$ cat src/rtl/pixel_writer.sv
`default_nettype none
// +----------------------------------------------------------------------------+
// | pixel_writer: clips plot requests to the screen, queues linearised writes   |
// | in a small FIFO and drains them to a stallable framebuffer port. Rev 1.0    |
// +----------------------------------------------------------------------------+
module pixel_writer #(
  parameter int DEPTH  = 8,
  parameter int WIDTH  = 160,
  parameter int HEIGHT = 120
) (
  input  logic        clk,
  input  logic        rst_n,
  input  logic [7:0]  in_x,
  input  logic [6:0]  in_y,
  input  logic [2:0]  in_colour,
  input  logic        in_plot,
  output logic        in_ready,
  output logic [14:0] fb_addr,
  output logic [2:0]  fb_data,
  output logic        fb_we,
  input  logic        fb_ready,
  output logic        idle,
  output logic        overflow,
  output logic [15:0] clip_count,
  input  logic        clr_status
);

  localparam int                c_ptr_w   = $clog2(DEPTH);
  localparam logic [c_ptr_w:0]  c_full    = (c_ptr_w + 1)'(DEPTH);
  localparam logic [c_ptr_w:0]  c_cnt_one = (c_ptr_w + 1)'(1);
  localparam logic [c_ptr_w-1:0] c_ptr_one = c_ptr_w'(1);

  logic [17:0]        r_mem [DEPTH];
  logic [c_ptr_w-1:0] r_wr_ptr;
  logic [c_ptr_w-1:0] r_rd_ptr;
  logic [c_ptr_w:0]   r_count;
  logic               r_overflow;
  logic [15:0]        r_clip_count;

  logic        w_in_range;
  logic        w_full;
  logic        w_empty;
  logic        w_push;
  logic        w_pop;
  logic        w_drop;
  logic        w_clip;
  logic [14:0] w_addr;
  logic [17:0] w_head;

  assign w_in_range = ({24'd0, in_x} < 32'(WIDTH)) && ({25'd0, in_y} < 32'(HEIGHT));
  assign w_full     = (r_count == c_full);
  assign w_empty    = (r_count == '0);
  assign w_push     = in_plot && w_in_range && !w_full;
  assign w_drop     = in_plot && w_in_range && w_full;
  assign w_clip     = in_plot && !w_in_range;
  assign w_pop      = !w_empty && fb_ready;
  assign w_addr     = ({8'd0, in_y} * 15'(WIDTH)) + {7'd0, in_x};
  assign w_head     = r_mem[r_rd_ptr];

  // Outputs are forced to zero when empty so reset values appear without a clock.
  assign in_ready   = !w_full;
  assign idle       = w_empty;
  assign fb_we      = !w_empty;
  assign fb_addr    = w_empty ? 15'd0 : w_head[17:3];
  assign fb_data    = w_empty ? 3'd0  : w_head[2:0];
  assign overflow   = r_overflow;
  assign clip_count = r_clip_count;

  always_ff @(posedge clk) begin
    if (w_push) begin
      r_mem[r_wr_ptr] <= {w_addr, in_colour};
    end
  end

  always_ff @(posedge clk or negedge rst_n) begin
    if (!rst_n) begin
      r_wr_ptr <= '0;
      r_rd_ptr <= '0;
      r_count  <= '0;
    end else begin
      if (w_push) begin
        r_wr_ptr <= r_wr_ptr + c_ptr_one;
      end
      if (w_pop) begin
        r_rd_ptr <= r_rd_ptr + c_ptr_one;
      end
      if (w_push && !w_pop) begin
        r_count <= r_count + c_cnt_one;
      end else if (!w_push && w_pop) begin
        r_count <= r_count - c_cnt_one;
      end
    end
  end

  always_ff @(posedge clk or negedge rst_n) begin
    if (!rst_n) begin
      r_overflow   <= 1'b0;
      r_clip_count <= '0;
    end else if (clr_status) begin
      r_overflow   <= 1'b0;
      r_clip_count <= '0;
    end else begin
      if (w_drop) begin
        r_overflow <= 1'b1;
      end
      if (w_clip && (r_clip_count != 16'hFFFF)) begin
        r_clip_count <= r_clip_count + 16'd1;
      end
    end
  end

endmodule
`default_nettype wire

$ cat config.mk
export PLATFORM = sky130hd
export DESIGN_NAME = pixel_writer
export DESIGN_NICKNAME = d
export VERILOG_FILES = /design/src/rtl/pixel_writer.sv
export SDC_FILE = /design/constraint.sdc
export NUM_CORES = 1
export LEC_CHECK = 0
export ABC_CLOCK_PERIOD_IN_PS = 6500
export CAP_MARGIN = 30
export CORE_MARGIN = 1.5
export CORE_UTILIZATION = 45
export CTS_BUF_LIST = sky130_fd_sc_hd__clkbuf_4 sky130_fd_sc_hd__clkbuf_8
export DETAILED_ROUTE_END_ITERATION = 12
export SYNTH_ARGS = -nofsm -noshare
export SYNTH_HDL_FRONTEND = slang
export SYNTH_SLANG_ARGS = --single-unit
$ cat constraint.sdc
create_clock -name clk -period 6.5 [get_ports clk]
set_input_delay 0.65 -clock clk [delete_from_list [all_inputs] [get_ports clk]]
set_output_delay 0.65 -clock clk [all_outputs]
set_load 0.02 [all_outputs]
==> results by group, run 1 <==
Run status
  – Status: finished, final reports clean

Drt
  – Total number of vias: 4188
  – Final routed wire length divided by cell count: 19.87 µm
  – Initial detailed-routing violation count: roughly 320
  – Number of vias per cell after detailed routing: 5.511
  – Post-detailed-route count of antenna-violating nets: 0
  – DRC viols: 0
  – Number of detailed-route iterations in the first pass: 4
  – Total detailed-routing wirelength: 15100 µm

Worst setup path
  – Endpoint arrival time on the critical path: 2.92 ns
  – Number of cells on the worst reg-to-reg path: 10
  – Worst setup path category: reg -> out
  – Maximum fanout along the worst path: 38
  – Worst Setup End Kind: primary output
  – Max stage delay on crit path: 0.61 ns
  – Critical path, cell by cell: buf_4 > mux4_2 > mux2i_1 > nor2_1 > clkdlybuf4s50_1
  – Type of origin of the critical path: flop
  – Cell type of the slowest stage on the worst timing path: sky130_fd_sc_hd__buf_4
  – Worst Path Required: 5.85 ns

CTS
  – Clock-pin slew reported for the worst setup and hold paths after clock tree synthesis: 0.09 ns
  – Number of setup buffers added after CTS: 0
  – Num CTS Buffers: 17
  – Library cell used as clock root buffer: sky130_fd_sc_hd__clkbuf_8
  – Number of H-tree levels: 4
  – Source-to-sink clock delay at the later pin of the worst-skew pair: 0.45 ns
  – Clk sink count: 171
  – CTS tree: built
  – Gates resized, CTS repair: 0
  – Worst-case clock buffer depth: 2
  – Hold-fix buffers at CTS: 0

Placement
  – Placement-stage cell area: 8477 µm²
  – Weighted congestion at the end of routability-driven global placement: 0.8163
  – Dpl ws: 2.536 ns
  – Number of port buffers: 60
  – Placed insts: about 730
  – Detailed placer's ending HPWL: 9188 µm

Pwr
  – Peak ir drop on the vdd network: 0.0002291 V
  – Pleak: 3.066 nW
  – Total power density per cell area: 378.7 nW/µm²
  – Total power consumption of the routed design: 3.351 mW

Synth
  – Most frequently used cell type in the post-synthesis netlist: sky130_fd_sc_hd__edfxtp_1
  – Part of the Yosys area used for sequential elements: 0.6620
  – Net count of the mapped netlist: 494
  – Async S/R FF share, synth: 0.1579
  – Leading area contributor after synthesis: sky130_fd_sc_hd__edfxtp_1
  – Share of the synthesized area in the top cell type: 0.5726
  – Unique cell type count in the Yosys netlist: just under 60
  – Post-synthesis cell count: approximately 450
  – Synth top cells by count: sky130_fd_sc_hd__edfxtp_1, sky130_fd_sc_hd__nor2_1, sky130_fd_sc_hd__mux4_2, sky130_fd_sc_hd__dfrtp_1, sky130_fd_sc_hd__mux2i_1
  – Flip-flop cell with the highest count after synthesis: sky130_fd_sc_hd__edfxtp_1
  – Average size of a mapped cell: approximately 17 µm²
  – YS warnings: 0
  – Synthesis-stage register bit count: around 170
  – Number of enable flip-flop cells after synthesis: 144
  – Syn Std Cell Area: 7552 µm²
  – Ranking of synthesized cells by area: sky130_fd_sc_hd__edfxtp_1, sky130_fd_sc_hd__mux4_2, sky130_fd_sc_hd__dfrtp_1, sky130_fd_sc_hd__ha_1, sky130_fd_sc_hd__mux2i_1

Layout
  – Fraction of layout cells with a size suffix above 1: 0.1833
  – Area growth syn-to-layout: 17.16%
  – Total number of nets in the final design: roughly 570
  – Final core utilization: 0.5374
  – Fill cell total of the finished layout: 1384
  – Antenna diodes: 0
  – Filler-free cell count of the finished design: between 700 and 800
  – Final standard cell area without fillers: 8848 µm²

Worst hold path
  – Path type of the worst min-delay path: reg -> reg
  – Hold Path Depth: 1

Die
  – Die Ht: 132.6 µm
  – Standard-cell rows: 47
  – IO Pins: 61
  – Initial cell density of the core: 0.4587
  – Area of the die: around 18000 µm²
  – Die span in x: 132.6 µm
  – Core region area: 16470 µm²

Global routing
  – Antenna violations before repair: 0
  – Via count of the first global-routing pass: about 4400
  – Global-route usage over all layers: 0.1815
  – Total overflow reported by the global router: 0
  – First-pass GRT wire length: about 24000 µm
  – Maximum number of pins on one net before global-route repair: 39

Timing
  – Pins Over Slew Limit: 0
  – Number of hold violations in the final report: 0
  – Final period demand of the worst path: 3.567 ns
  – Tightest hold margin: just under 0.5 ns
  – Transition time at the pin with the least slew margin: 0.8151 ns
  – Portion of the clock cycle consumed by the worst path in the final layout: 0.5488
  – Worst slew margin relative to its limit: 0.4527
  – Post-route clock skew: approximately 0.014 ns
  – Setup TNS: 0 ns
  – Setup repair after global routing missed its margin: no
  – Final worst-path setup slack: 2.933 ns
  – Maximum achievable frequency: 280.3 MHz
  – Final setup violation count: 0

Run
  – Number of max-cap violations: 0
routing by layer:
metal	global-route usage	routed length, µm
met3	0.03487	487
met4	0.06044	108
met2	0.2981	7386
met5	0	0
met1	0.2455	7118
report_power, final:
| part | internal, mW | switching (mW) | leakage, nW |
|---|---|---|---|
| registers | 1.35 | 0.0535 | 1.66 |
| clock network | 0.309 | 0.388 | 0.186 |
| logic | 0.593 | 0.660 | 1.22 |
worst paths after layout:
| kind | startpoint | end | slack [ns] |
|---|---|---|---|
| max | r_rd_ptr[0] | fb_addr[12] | 2.93 |
| min | r_count[3] | r_count[3] | 0.49 |
| max reg2reg | r_count[3] | r_count[3] | 3.66 |
| min reg2reg | r_count[3] | r_count[3] | 0.49 |
| max in group asynchronous | rst_n | r_rd_ptr[0] | 5.63 |
| min in group asynchronous | rst_n | r_wr_ptr[2] | 0.58 |
placed cells by master (no fill, tap or decap), types with 5 or more instances in the layout:
cell type,Yosys,final
sky130_fd_sc_hd__edfxtp_1,144,144
sky130_fd_sc_hd__clkdlybuf4s50_1,0,60
sky130_fd_sc_hd__nor2_1,39,39
sky130_fd_sc_hd__mux4_2,36,36
sky130_fd_sc_hd__dfrtp_1,27,26
sky130_fd_sc_hd__mux2i_1,20,20
sky130_fd_sc_hd__ha_1,19,19
sky130_fd_sc_hd__a21oi_1,17,17
sky130_fd_sc_hd__clkbuf_8,0,17
sky130_fd_sc_hd__buf_4,0,13
sky130_fd_sc_hd__nand2_1,12,12
sky130_fd_sc_hd__inv_1,11,11
sky130_fd_sc_hd__xnor2_1,11,11
sky130_fd_sc_hd__o21ai_0,10,10
sky130_fd_sc_hd__o31ai_1,7,7
sky130_fd_sc_hd__or4_1,7,7
sky130_fd_sc_hd__inv_6,0,6
sky130_fd_sc_hd__nand2b_1,5,5
critical path: cells and delay by family (launching register included):
kind                   cells  cell delay (ns)
AND/OR/NAND/NOR            1             0.09
multiplexers               2             0.85
flip-flops                 1             0.35
buffers and inverters      2             1.17
area by class of cell:
cell class                 count  area, µm²  area share
clock buffer                  17      234.0     0.02644
multi-input combinational    252       2457      0.2777
tap                          220      275.3     0.03111
clock inverter                15      137.6     0.01555
inverter                      12      45.04    0.005090
sequential                   171       5001      0.5652
timing repair buffer          73      698.2     0.07890
cell families after synthesis:
family	after synthesis	synth area share
flops	171	0.6620
simple gates	98	0.07256
mux	61	0.1418
compound gates	56	0.05103
buf+inv	26	0.01392
fa+ha+maj	22	0.03943
xor+xnor	15	0.01922
sequential cells by signal, summed over array words and instances (netlist names):
name / flops
clip_count: 16
overflow: 1
r_wr_ptr: 3
r_rd_ptr: 3
r_count: 4
r_mem: 144
(Power assumes the default switching activity.)
==> run 2: changes to the inputs <==
--- a/config.mk
+++ b/config.mk
@@ -5,7 +5,7 @@
 export SDC_FILE = /design/constraint.sdc
 export NUM_CORES = 1
 export LEC_CHECK = 0
-export ABC_CLOCK_PERIOD_IN_PS = 6500
+export ABC_CLOCK_PERIOD_IN_PS = 3300
 export CAP_MARGIN = 30
 export CORE_MARGIN = 1.5
 export CORE_UTILIZATION = 45
==> constraint.sdc (replaced) <==
create_clock -name clk -period 3.3 [get_ports clk]
set_input_delay 0.33 -clock clk [delete_from_list [all_inputs] [get_ports clk]]
set_output_delay 0.33 -clock clk [all_outputs]
set_load 0.02 [all_outputs]
==> results by group, run 2 (synthesis gave the netlist of run 1 again) <==
Worst setup path
  – Worst Setup End Kind: flop (was primary output)
  – Critical R2R Capture: r_count[3] (unchanged)
  – Worst Path Required: 3.47 ns (was 5.85 ns)
  – Launching point of the worst reg2reg path: r_count[0] (was r_count[3])
  – Worst setup path endpoint: r_mem[1][15] (was fb_addr[12])
  – Endpoint arrival time on the critical path: 3.13 ns (was 2.92 ns)
  – Maximum fanout along the worst path: 8 (was 38)
  – Worst setup path category: in -> reg (was reg -> out)
  – Crit path from: in_y[1] (was r_rd_ptr[0])
  – Type of origin of the critical path: primary input (was flop)
  – Worst reg2reg setup slack: 0.71 ns (was 3.66 ns)
  – Number of cells on the worst reg-to-reg path: 10 (unchanged)

Global routing
  – Via count of the first global-routing pass: 4389 (was 4363)
  – Maximum number of pins on one net before global-route repair: 39 (unchanged)
  – Antenna violations before repair: 0 (unchanged)
  – Total overflow reported by the global router: 0 (unchanged)
  – Most Used Layer, Global Route: met2 (unchanged)
  – Met1 GRT Util: 0.2444 (was 0.2455)
  – Fraction of met3 tracks used by global routing: 0.03640 (was 0.03487)
  – First-pass GRT wire length: 24090 µm (was 23890 µm)
  – Global-route usage over all layers: 0.1820 (was 0.1815)
  – GRT met2 Usage: 0.2981 (unchanged)

Drt
  – Final routed wire length divided by cell count: 19.04 µm (was 19.87 µm)
  – Total number of vias: 4215 (was 4188)
  – Total detailed-routing wirelength: 14720 µm (was 15100 µm)
  – Number of vias per cell after detailed routing: 5.453 (was 5.511)
  – Initial detailed-routing violation count: 271 (was 322)
  – DRC viols: 0 (unchanged)
  – Number of detailed-route iterations in the first pass: 4 (unchanged)
  – Post-detailed-route count of antenna-violating nets: 0 (unchanged)

CTS
  – Source-to-sink clock delay at the later pin of the worst-skew pair: 0.45 ns (about the same)
  – Clock-pin slew reported for the worst setup and hold paths after clock tree synthesis: 0.10 ns (was 0.09 ns)
  – Hold-fix buffers at CTS: 0 (unchanged)
  – Library cell used as clock root buffer: sky130_fd_sc_hd__clkbuf_8 (unchanged)
  – Clk sink count: 171 (unchanged)
  – Worst-case clock buffer depth: 2 (unchanged)
  – Num CTS Buffers: 17 (unchanged)
  – Gates resized, CTS repair: 0 (unchanged)
  – Number of setup buffers added after CTS: 0 (unchanged)
  – Number of H-tree levels: 4 (unchanged)
  – CTS tree: built (unchanged)

Timing
  – Pins Over Slew Limit: 0 (unchanged)
  – Transition time at the pin with the least slew margin: 0.7375 ns (was 0.8151 ns)
  – Post-route clock skew: 0.01176 ns (was 0.01364 ns)
  – Setup repair after global routing missed its margin: no (unchanged)
  – Portion of the clock cycle consumed by the worst path in the final layout: 0.8952
  – Tightest hold margin: 0.2417 ns (was 0.4920 ns)
  – Final setup violation count: 0 (unchanged)
  – Worst slew margin relative to its limit: 0.5048 (was 0.4527)
  – Final period demand of the worst path: 2.954 ns
  – Maximum achievable frequency: approximately 340 MHz
  – Number of hold violations in the final report: 0 (unchanged)
  – Final worst-path setup slack: 0.3457 ns (was 2.933 ns)
  – Setup TNS: 0 ns (unchanged)

Pwr
  – Total power density per cell area: 744.1 nW/µm² (was 378.7 nW/µm²)
  – Pleak: 3.143 nW (was 3.066 nW)
  – Peak ir drop on the vdd network: 0.0003643 V (was 0.0002291 V)
  – Total power consumption of the routed design: 6.693 mW (was 3.351 mW)

Placement
  – Detailed placer's ending HPWL: 9458 µm (was 9188 µm)
  – Weighted congestion at the end of routability-driven global placement: 0.7929 (was 0.8163)
  – Number of port buffers: 60 (unchanged)
  – Dpl ws: -0.1029 ns (was 2.536 ns)

Die
  – Die Ht: 132.6 µm (unchanged)
  – Initial cell density of the core: 0.4587 (unchanged)
  – Standard-cell rows: 47 (unchanged)
  – Core region area: 16470 µm² (unchanged)
  – Die span in x: 132.6 µm (unchanged)
  – Area of the die: 17570 µm² (unchanged)
  – IO Pins: 61 (unchanged)

Layout
  – Flip-flop count of the largest register after layout: 144 (unchanged)
  – Fraction of layout cells with a size suffix above 1: 0.2043 (was 0.1833)
  – Total number of nets in the final design: 585 (was 572)
  – Fill cell total of the finished layout: 1332 (was 1384)
  – Most common library cell in the layout ignoring fill and taps: sky130_fd_sc_hd__edfxtp_1 (unchanged)
  – Register containing the most flip-flops in the final layout: r_mem (unchanged)
  – Area growth syn-to-layout: 19.10% (was 17.16%)
  – Sequential cell area: 5001 µm² (unchanged)
  – Antenna diodes: 0 (unchanged)
  – Final core utilization: 0.5463 (was 0.5374)
  – Area used by multi-input combinational logic: 2457 µm² (unchanged)
  – Top library cells by usage in the layout, fill and taps aside: sky130_fd_sc_hd__edfxtp_1, sky130_fd_sc_hd__clkdlybuf4s50_1, sky130_fd_sc_hd__nor2_1, sky130_fd_sc_hd__mux4_2, sky130_fd_sc_hd__dfrtp_1 (unchanged)

Run status
  – Status: finished, final reports clean (unchanged)

Run
  – Number of max-cap violations: 0 (unchanged)

Worst hold path
  – Path type of the worst min-delay path: in -> async (was reg -> reg)
-- run 2: how the worst min path moves through the flow --
stage                     slack (ns)  cells after the start       start            end
final                           0.24                      2       rst_n     r_count[1]
after global routing            0.26                      2       rst_n    r_wr_ptr[1]
after CTS                       0.23                      2       rst_n     r_count[1]
after detailed placement        0.47                      1  r_count[3]     r_count[3]
after global placement          0.47                      1  r_count[3]     r_count[3]
after floorplan                 0.03                      0       rst_n  clip_count[0]
-- run 2: area by class of cell --
cell class	count	share of cell area
Clock inverter	15	0.01655
Multi-Input combinational cell	252	0.2732
Sequential cell	171	0.5560
Inverter	12	0.005008
Timing Repair Buffer	86	0.09264
Clock buffer	17	0.02601
Tap cell	220	0.03060
-- run 2: worst max-delay path, cell delays in order --
cell and delay [ns]:
sky130_fd_sc_hd__clkdlybuf4s50_1 0.47, sky130_fd_sc_hd__ha_1 0.32, sky130_fd_sc_hd__ha_1 0.24, sky130_fd_sc_hd__fa_1 0.43, sky130_fd_sc_hd__xor2_1 0.26, sky130_fd_sc_hd__o21ai_0 0.12, sky130_fd_sc_hd__or4_4 0.44, sky130_fd_sc_hd__xnor2_1 0.52
-- run 2: per-stage QoR --
step,instances,cell area [µm²]
floorplan,449,7552
CTS,773,8995
global placement,741,8612
global route,773,8995
finish,773,8995
detailed placement,741,8612
-- run 2: report_power, final --
part / total [mW] / internal, mW / switching (mW)
Combinational: 2.54 / 1.24 / 1.30
Clock: 1.39 / 0.561 / 0.827
Sequential: 2.76 / 2.65 / 0.111
Total: 6.69 / 4.46 / 2.23
-- run 2: per-layer routing --
metal | part of all wire | routed length, µm | vias to the layer above
met5 | 0 | 0 | -
met4 | 0.015 | 216 | 0
met2 | 0.50 | 7294 | 85
met3 | 0.042 | 614 | 15
met1 | 0.45 | 6590 | 2140
li1 | - | - | 1975
